[src/rtl/btn_cmd_ctrl_pkg.sv]
// Shared constants for the counter command path.
// Bit positions of the sw word and debounce lengths.
package btn_cmd_ctrl_pkg;

   localparam int SW_W = 3;

   localparam int SW_MODE  = 0;
   localparam int SW_RUN   = 1;
   localparam int SW_CLEAR = 2;

   localparam int DB_CYCLES_DEFAULT = 1_000_000;
   localparam int DB_CYCLES_SIM     = 4;

endpackage

[src/rtl/btn_debounce.sv]
// Per-button 2-FF synchroniser, debouncer and press edge detector.
// Ports: clk, reset (sync, high), btn_in raw, level debounced, rise pulse.
module btn_debounce
   import btn_cmd_ctrl_pkg::*;
#(
   parameter int DB_CYCLES = DB_CYCLES_DEFAULT,
   localparam int CNT_W    = $clog2(DB_CYCLES)
) (
   input  logic clk,
   input  logic reset,
   input  logic btn_in,
   output logic level,
   output logic rise
);

   localparam logic [CNT_W-1:0] CNT_MAX = CNT_W'(DB_CYCLES - 1);

   logic             sync_a;
   logic             sync_s;
   logic             db;
   logic             db_d;
   logic [CNT_W-1:0] cnt;

   always_ff @(posedge clk) begin
      if (reset) begin
         sync_a <= 1'b0;
         sync_s <= 1'b0;
         db     <= 1'b0;
         db_d   <= 1'b0;
         cnt    <= '0;
      end else begin
         sync_a <= btn_in;
         sync_s <= sync_a;
         db_d   <= db;
         // any return to the accepted level restarts qualification
         if (sync_s == db) begin
            cnt <= '0;
         end else if (cnt == CNT_MAX) begin
            db  <= sync_s;
            cnt <= '0;
         end else begin
            cnt <= cnt + 1'b1;
         end
      end
   end

   assign level = db;
   assign rise  = db & ~db_d;

endmodule

[src/rtl/btn_cmd_ctrl.sv]
// Turns three bouncy buttons into the counter's sw command word.
// Ports: clk, reset, btn_mode/run/clear raw; sw command, press pulses.
module btn_cmd_ctrl
   import btn_cmd_ctrl_pkg::*;
#(
   parameter int DB_CYCLES = DB_CYCLES_DEFAULT
) (
   input  logic            clk,
   input  logic            reset,
   input  logic            btn_mode,
   input  logic            btn_run,
   input  logic            btn_clear,
   output logic [SW_W-1:0] sw,
   output logic [SW_W-1:0] press
);

   logic [SW_W-1:0] lvl;
   logic [SW_W-1:0] rise;
   logic            mode_q;
   logic            mode_n;
   logic            run_q;
   logic            run_n;
   logic            unused_lvl;

   btn_debounce #(.DB_CYCLES(DB_CYCLES)) u_db_mode (
      .clk    (clk),
      .reset  (reset),
      .btn_in (btn_mode),
      .level  (lvl[SW_MODE]),
      .rise   (rise[SW_MODE])
   );

   btn_debounce #(.DB_CYCLES(DB_CYCLES)) u_db_run (
      .clk    (clk),
      .reset  (reset),
      .btn_in (btn_run),
      .level  (lvl[SW_RUN]),
      .rise   (rise[SW_RUN])
   );

   btn_debounce #(.DB_CYCLES(DB_CYCLES)) u_db_clear (
      .clk    (clk),
      .reset  (reset),
      .btn_in (btn_clear),
      .level  (lvl[SW_CLEAR]),
      .rise   (rise[SW_CLEAR])
   );

   // mode and run act on presses only; their levels have no consumer
   assign unused_lvl = &{1'b0, lvl[SW_RUN], lvl[SW_MODE]};

   always_ff @(posedge clk) begin
      if (reset) begin
         mode_q <= 1'b0;
         run_q  <= 1'b0;
      end else begin
         mode_q <= mode_n;
         run_q  <= run_n;
      end
   end

   // clear level covers its own rise cycle, so it beats a same-cycle run press
   always_comb begin
      mode_n = mode_q ^ rise[SW_MODE];
      run_n  = run_q;
      priority case (1'b1)
         lvl[SW_CLEAR]: run_n = 1'b0;
         rise[SW_RUN]:  run_n = ~run_q;
         default:       run_n = run_q;
      endcase
   end

   always_comb begin
      sw           = '0;
      sw[SW_MODE]  = mode_q;
      sw[SW_RUN]   = run_q;
      sw[SW_CLEAR] = lvl[SW_CLEAR];
   end

   assign press = rise;

endmodule

[config.mk]
export PLATFORM = sky130hd
export DESIGN_NAME = btn_cmd_ctrl
export DESIGN_NICKNAME = d
export VERILOG_FILES = /design/src/rtl/btn_cmd_ctrl_pkg.sv /design/src/rtl/btn_debounce.sv /design/src/rtl/btn_cmd_ctrl.sv
export SDC_FILE = /design/constraint.sdc
export NUM_CORES = 1
export LEC_CHECK = 0
export BUFFER_PORTS_ARGS = -buffer_cell sky130_fd_sc_hd__buf_2
export CAP_MARGIN = 10
export CORE_ASPECT_RATIO = 0.6
export CORE_UTILIZATION = 25
export DETAILED_ROUTE_END_ITERATION = 12
export GPL_ROUTABILITY_DRIVEN = 0
export GPL_TIMING_DRIVEN = 0
export PLACE_DENSITY = 0.37
export SKIP_LAST_GASP = 1
export SLEW_MARGIN = 20
export SYNTH_ARGS = -nofsm -noshare
export SYNTH_HDL_FRONTEND = slang
export SYNTH_HIERARCHICAL = 1
export SYNTH_SLANG_ARGS = --single-unit
[constraint.sdc]
create_clock -name clk -period 2.5 [get_ports clk]
set_input_delay 0.5 -clock clk [delete_from_list [all_inputs] [get_ports clk]]
set_output_delay 0.5 -clock clk [all_outputs]
set_load 0.01 [all_outputs]
==> results of run 1 <==
## power by group through the flow
stage / Clock [mW] / Sequential, mW / Combinational [mW]
5_1_grt: 1.48 / 1.19 / 0.0337
3_5_place_dp: 0 / 1.21 / 0.0305
6_report: 1.38 / 1.19 / 0.0294
4_1_cts: 1.44 / 1.19 / 0.0307
2_1_floorplan: 0 / 1.21 / 0.0165
3_3_place_gp: 0 / 1.21 / 0.0306
## worst min path at each step
stage                            startpoint                 to  cells past startpoint
after floorplan           u_db_clear/sync_a  u_db_clear/sync_s                      1
after global placement    u_db_clear/sync_a  u_db_clear/sync_s                      1
after detailed placement   u_db_mode/sync_a   u_db_mode/sync_s                      1
after CTS                         btn_clear  u_db_clear/sync_a                      2
after global routing              btn_clear  u_db_clear/sync_a                      2
final                             btn_clear  u_db_clear/sync_a                      2
## layout make-up
| cell class | count | area (sq um) |
|---|---|---|
| Fill cell | 1312 | 8520 |
| Multi-Input combinational cell | 253 | 1610 |
| Sequential cell | 74 | 1480 |
| Clock buffer | 9 | 225 |
| Tap cell | 165 | 206 |
| Clock inverter | 7 | 93.8 |
| Buffer | 15 | 93.8 |
| Inverter | 15 | 56.3 |
| Timing Repair Buffer | 10 | 50.0 |
## stage by stage
stage                     instances  hold slack, ps  utilization [%]  instance area, sq um
after detailed placement        532             423             28.3                  3500
final                           548             381             30.9                  3810
after global placement          532             420             28.3                  3500
after floorplan                 357             414                -                  3240
after global routing            548             381             30.9                  3810
after CTS                       548             365             30.9                  3810
## synth_stat cells (6+ instances only)
cell type  number
clkbuf_1        6
o21ai_0        15
nor2b_1        15
nor2_1         43
or3_1          18
nor3_1         12
inv_1          15
o31ai_1         6
nand3_1        18
xor2_1          9
nand3_2         6
nor4b_1         6
or4_1          12
xnor2_1        29
a21oi_1        21
dfxtp_1        74
nand2_1        12
## worst max-delay path, cell delays in order, from the launching register on
cell     delay [ps]
dfxtp_1         370
ha_1            300
nand2_4          90
or4_1           510
buf_2           170
or4_1           470
a21oi_1         150
## layer usage
layer	GRT usage (%)	vias to the layer above	wire length [microns]
li1	-	1285	-
met1	15.7	1120	3750
met2	14.8	22	2560
met3	3.96	7	197
met4	4.34	0	96
met5	0	-	0
## sequential cells by signal, summed over array words and instances (netlist names)
register,cells
u_db_clear/cnt,20
u_db_mode/cnt,20
u_db_run/cnt,20
mode_q,1
run_q,1
u_db_clear/db_d,1
u_db_clear/level,1
u_db_clear/sync_a,1
u_db_clear/sync_s,1
u_db_mode/db_d,1
u_db_mode/level,1
u_db_mode/sync_a,1
u_db_mode/sync_s,1
u_db_run/db_d,1
u_db_run/level,1
u_db_run/sync_a,1
u_db_run/sync_s,1
## logic make-up after synthesis
family | synth area share (%)
simple gates | 29.3
fa+ha+maj | 1.16
compound gates | 7.88
flops | 45.7
buf+inv | 4.63
mux | 1.04
xor+xnor | 10.3
==> results.cfg, run 1 <==
[synthesis]
netlist_instances = 357
async_reset_ff_share_pct = 0
synth_seq_area_share_pct = 45.7
yosys_warnings = 6
synth_area_sq_um = 3240
syn_nets = 365
synth.distinct_cells = 31
synth_edf_count = 0
synth_top_area_share_pct = 45.7
ys_seq_elements = 74
syn_avg_cell_area_sq_um = 9.07
synth.area.top_cells = dfxtp_1, xnor2_1, nor2_1
synthFlopType = dfxtp_1
yosys.area.top_type = dfxtp_1

[routing]
num_vias = 2434
totalWireLength_microns = 6600
viasPerCell = 4.44
drtIter0Drc = 90
firstDrtPassIters = 4
route.detailed.drc = 0
wl_per_cell_microns = 12.0
ant_nets = 0

[pwr]
powerDensity_nw_per_um2 = 682
switching_share_pct = 20.5
p_clk_share_pct = 53.2
internal-power_mw = 2.07
leakagePower_nw = 1.18
irDropWorstVdd_uv = 365
pwr-share-seq_pct = 45.7
combPwrFrac_pct = 1.1
power_switching_mw = 0.532
power_mw = 2.60

[critical_path]
cp_data_required_time_ps = 2760
crit_type = reg2reg
worst_r2r_path_depth = 6
startpoint = u_db_mode/cnt[0]
worstReg2RegStart = u_db_mode/cnt[0]
endpoint = u_db_mode/cnt[18]
r2r_end = u_db_mode/cnt[18]
arrival_ps = 2390
critical_path.max_fanout = 7
critical_path.endpoint_type = register
reg2reg_slack_ps = 370
startpoint_type = register

[global_routing]
grt_use_total_pct = 11.0
grt_antenna_before_repair = 0
overflow = 0
grt_max_degree = 21
grt_pass1_vias = 2349
grt_pass1_wl_microns = 11600

[sta]
fin_crit_sh_pct = 85.2
rsz0062_at_grt = false
finalWorstSetupSlack_ps = 369
setup_tns_ps = 0
tightest_slew_ps = 489
slew_headroom_pct = 67.4
slew_viol_final = 0
fmax_mhz = 469
layout_min_cycle_time_ps = 2130
finalSetupViolCount = 0
hold_viol = 0
skew_ps = 6.39

[final_layout]
mostFrequentLayoutCells = dfxtp_1, nor2_1, xnor2_1
diodes = 0
syn_to_final_growth_pct = 17.8
fin_nets = 386
drive_above_1_share_pct = 14.1
mostFrequentLayoutCell = dfxtp_1

[clock_network]
clk_pin_slew_ps = 60
htreeDepth = 3
clockBufferDepth = 2
cts_buffers = 9
cts.root.buffer_cell = clkbuf_16
cts_setup_buffers = 0
clk_latency_ps = 330
cts.hold.buffers_added = 0
cts_tree = done
cts_resized = 0
cts_sinks = 74

[status]
outcome = completed

[placed_design]
pre_cts_ws_ps = 378
io_buffers = 10
hpwlAfterDp_microns = 4540

[die]
start_util_pct = 26.3
io_pins = 11
die_w_microns = 149
row_count = 31
dieArea_sq_um = 13400
core_area_sq_um = 12300
die_y_microns = 90.2

[run]
maxCapViolCount = 0

[hold_path]
hold_path_class = in2reg
(Power assumes the default switching activity.)
==> run 2, diff against run 1 <==
SYNTH_HIERARCHICAL = not set   (was 1)
==> run 2 against run 1 <==
Flip-flop and latch count unchanged. Non-clock buffer count unchanged. Via count rose by 3.1%. Clock power increased by 3%. Synthesized cell count up 0.84%. Worst hold slack gained 12 ps. Critical endpoint is now u_db_mode.cnt[9]. Largest power group unchanged.
==> results.cfg, run 2 <==
[routing]
num_vias = 2510
drtIter0Drc = 100
viasPerCell = 4.56
route.detailed.drc = 0
wl_per_cell_microns = 12.7
totalWireLength_microns = 6990
ant_nets = 0
firstDrtPassIters = 4

[clock_network]
clockBufferDepth = 2
cts_setup_buffers = 0
cts_resized = 0
cts_sinks = 74
clk_latency_ps = 340
cts_buffers = 9
cts.hold.buffers_added = 0
cts.root.buffer_cell = clkbuf_16
cts_tree = done
clk_pin_slew_ps = 60
htreeDepth = 3

[die]
dieArea_sq_um = 13600
die_y_microns = 90.7
die_w_microns = 150
core_area_sq_um = 12400
io_pins = 11
start_util_pct = 26.4
row_count = 31

[critical_path]
startpoint_type = register
critical_path.endpoint_type = register
crit_type = reg2reg
critical_path.max_fanout = 10
cp_data_required_time_ps = 2700
arrival_ps = 2450

[synthesis]
synth_seq_area_share_pct = 45.2
synthFlopType = dfxtp_1
synth.distinct_cells = 39
synth.area.top_cells = dfxtp_1, xor2_1, xnor2_1
synth_commonest_cells = dfxtp_1, nor2_1, nand3_1, xor2_1, xnor2_1
synth_edf_count = 0
netlist_instances = 360
ys_seq_elements = 74
synth_top_area_share_pct = 45.2
async_reset_ff_share_pct = 0
synth_area_sq_um = 3270
yosys.area.top_type = dfxtp_1
syn_nets = 368
synth_most_common_cell = dfxtp_1
syn_avg_cell_area_sq_um = 9.10
yosys_warnings = 0

[final_layout]
fin_cells = 550
syn_to_final_growth_pct = 17.9
drive_above_1_share_pct = 13.5
mostFrequentLayoutCells = dfxtp_1, nor2_1, nand3_1
mostFrequentLayoutCell = dfxtp_1
fin_nets = 388
diodes = 0
reg_top3 = u_db_clear.cnt (20), u_db_mode.cnt (20), u_db_run.cnt (20)

[placed_design]
io_buffers = 9
hpwlAfterDp_microns = 4960
dp_cells = 534

[status]
outcome = completed

[pwr]
internal-power_mw = 2.12
pwr-share-seq_pct = 45.0
leakagePower_nw = 1.19
p_clk_share_pct = 53.8
power_switching_mw = 0.515
switching_share_pct = 19.5
irDropWorstVdd_uv = 283
combPwrFrac_pct = 1.1
powerDensity_nw_per_um2 = 684

[sta]
tightest_slew_ps = 509
slew_headroom_pct = 66.1
finalSetupViolCount = 0
fin_crit_sh_pct = 89.7
setup_tns_ps = 0
slew_viol_final = 0
hold_viol = 0
skew_ps = 6.45
rsz0062_at_grt = false
fmax_mhz = 446
layout_min_cycle_time_ps = 2240

[global_routing]
grt_pass1_wl_microns = 12200
overflow = 0
grt_use_total_pct = 11.6
grt_pass1_vias = 2318
grt_max_degree = 13
grt_antenna_before_repair = 0

[hold_path]
hold_path_class = in2reg

[run]
maxCapViolCount = 0
[run 2: cell count changes in the layout (fill, tap and decap cells not counted), sizes merged, moves of 5 or more]
cell and change:
and4 +7, inv -5, nand4 +8, nor3 -5
nor4b -6, o21ai -5, or3 -10, xnor2 -8
xor2 +13
[run 2: logic make-up (layout without fill, tap and decap cells)]
logic type               Yosys count  in the layout  share of synthesized area (%)
flip-flops                        74             74                           45.2
buffers and inverters             26             51                           4.28
AND/OR/NAND/NOR                  173            173                           30.1
adder cells (fa/ha/maj)            3              3                           1.15
XOR/XNOR                          43             43                           11.5
AO/OA/AOI/OAI                     41             41                           7.72
[run 2: cell type report]
class	instances	area, sq um
clock buffer	12	256
fill	1318	8550
multi-input combinational	260	1660
tap	165	206
buffer	16	103
sequential	74	1480
timing repair buffer	9	45.0
inverter	10	37.5
clock inverter	4	73.8
[run 2: through the flow]
stage | util (%) | hold WS [ps] | area (sq um) | setup WS, ps | power, mW
after detailed placement | 28.4 | 436 | 3530 | 22.1 | 1.25
after CTS | 31.1 | 385 | 3860 | 14.0 | 2.69
after global placement | 28.4 | 427 | 3530 | -40.4 | 1.25
final | 31.1 | 393 | 3860 | 257 | 2.64
after global routing | 31.1 | 389 | 3860 | 28.6 | 2.75
after floorplan | - | 414 | 3270 | 534 | 1.23
[run 2: power by group through the flow]
stage	Clock, mW	Sequential [mW]	Combinational (mW)
6_report	1.42	1.19	0.0296
4_1_cts	1.47	1.19	0.0310
5_1_grt	1.53	1.19	0.0338
2_1_floorplan	0	1.21	0.0205
3_5_place_dp	0	1.21	0.0309
3_3_place_gp	0	1.21	0.0312
[run 2: path summary, 6_finish.rpt]
path | from | to | slack, ps | cells after the start
max reg2reg | u_db_mode.cnt[0] | u_db_mode.cnt[9] | 260 | 6
max | u_db_mode.cnt[0] | u_db_mode.cnt[9] | 260 | 6
min reg2reg | u_db_clear.sync_a | u_db_clear.sync_s | 440 | 1
min | btn_clear | u_db_clear.sync_a | 390 | 2
[run 2: layer usage]
metal	vias to the layer above	part of all wire [%]	GRT usage [%]
met1	1148	59	18.1
li1	1319	-	-
met5	-	0	0
met2	34	35	13.7
met3	9	4.5	4.24
met4	0	1.5	4.29
[run 2: critical path, stage by stage, from the launching register on]
cell	delay (ps)
dfxtp_1	370
ha_1	220
and3_1	310
nand3_1	210
o21ai_2	460
clkbuf_1	440
nor2_1	100
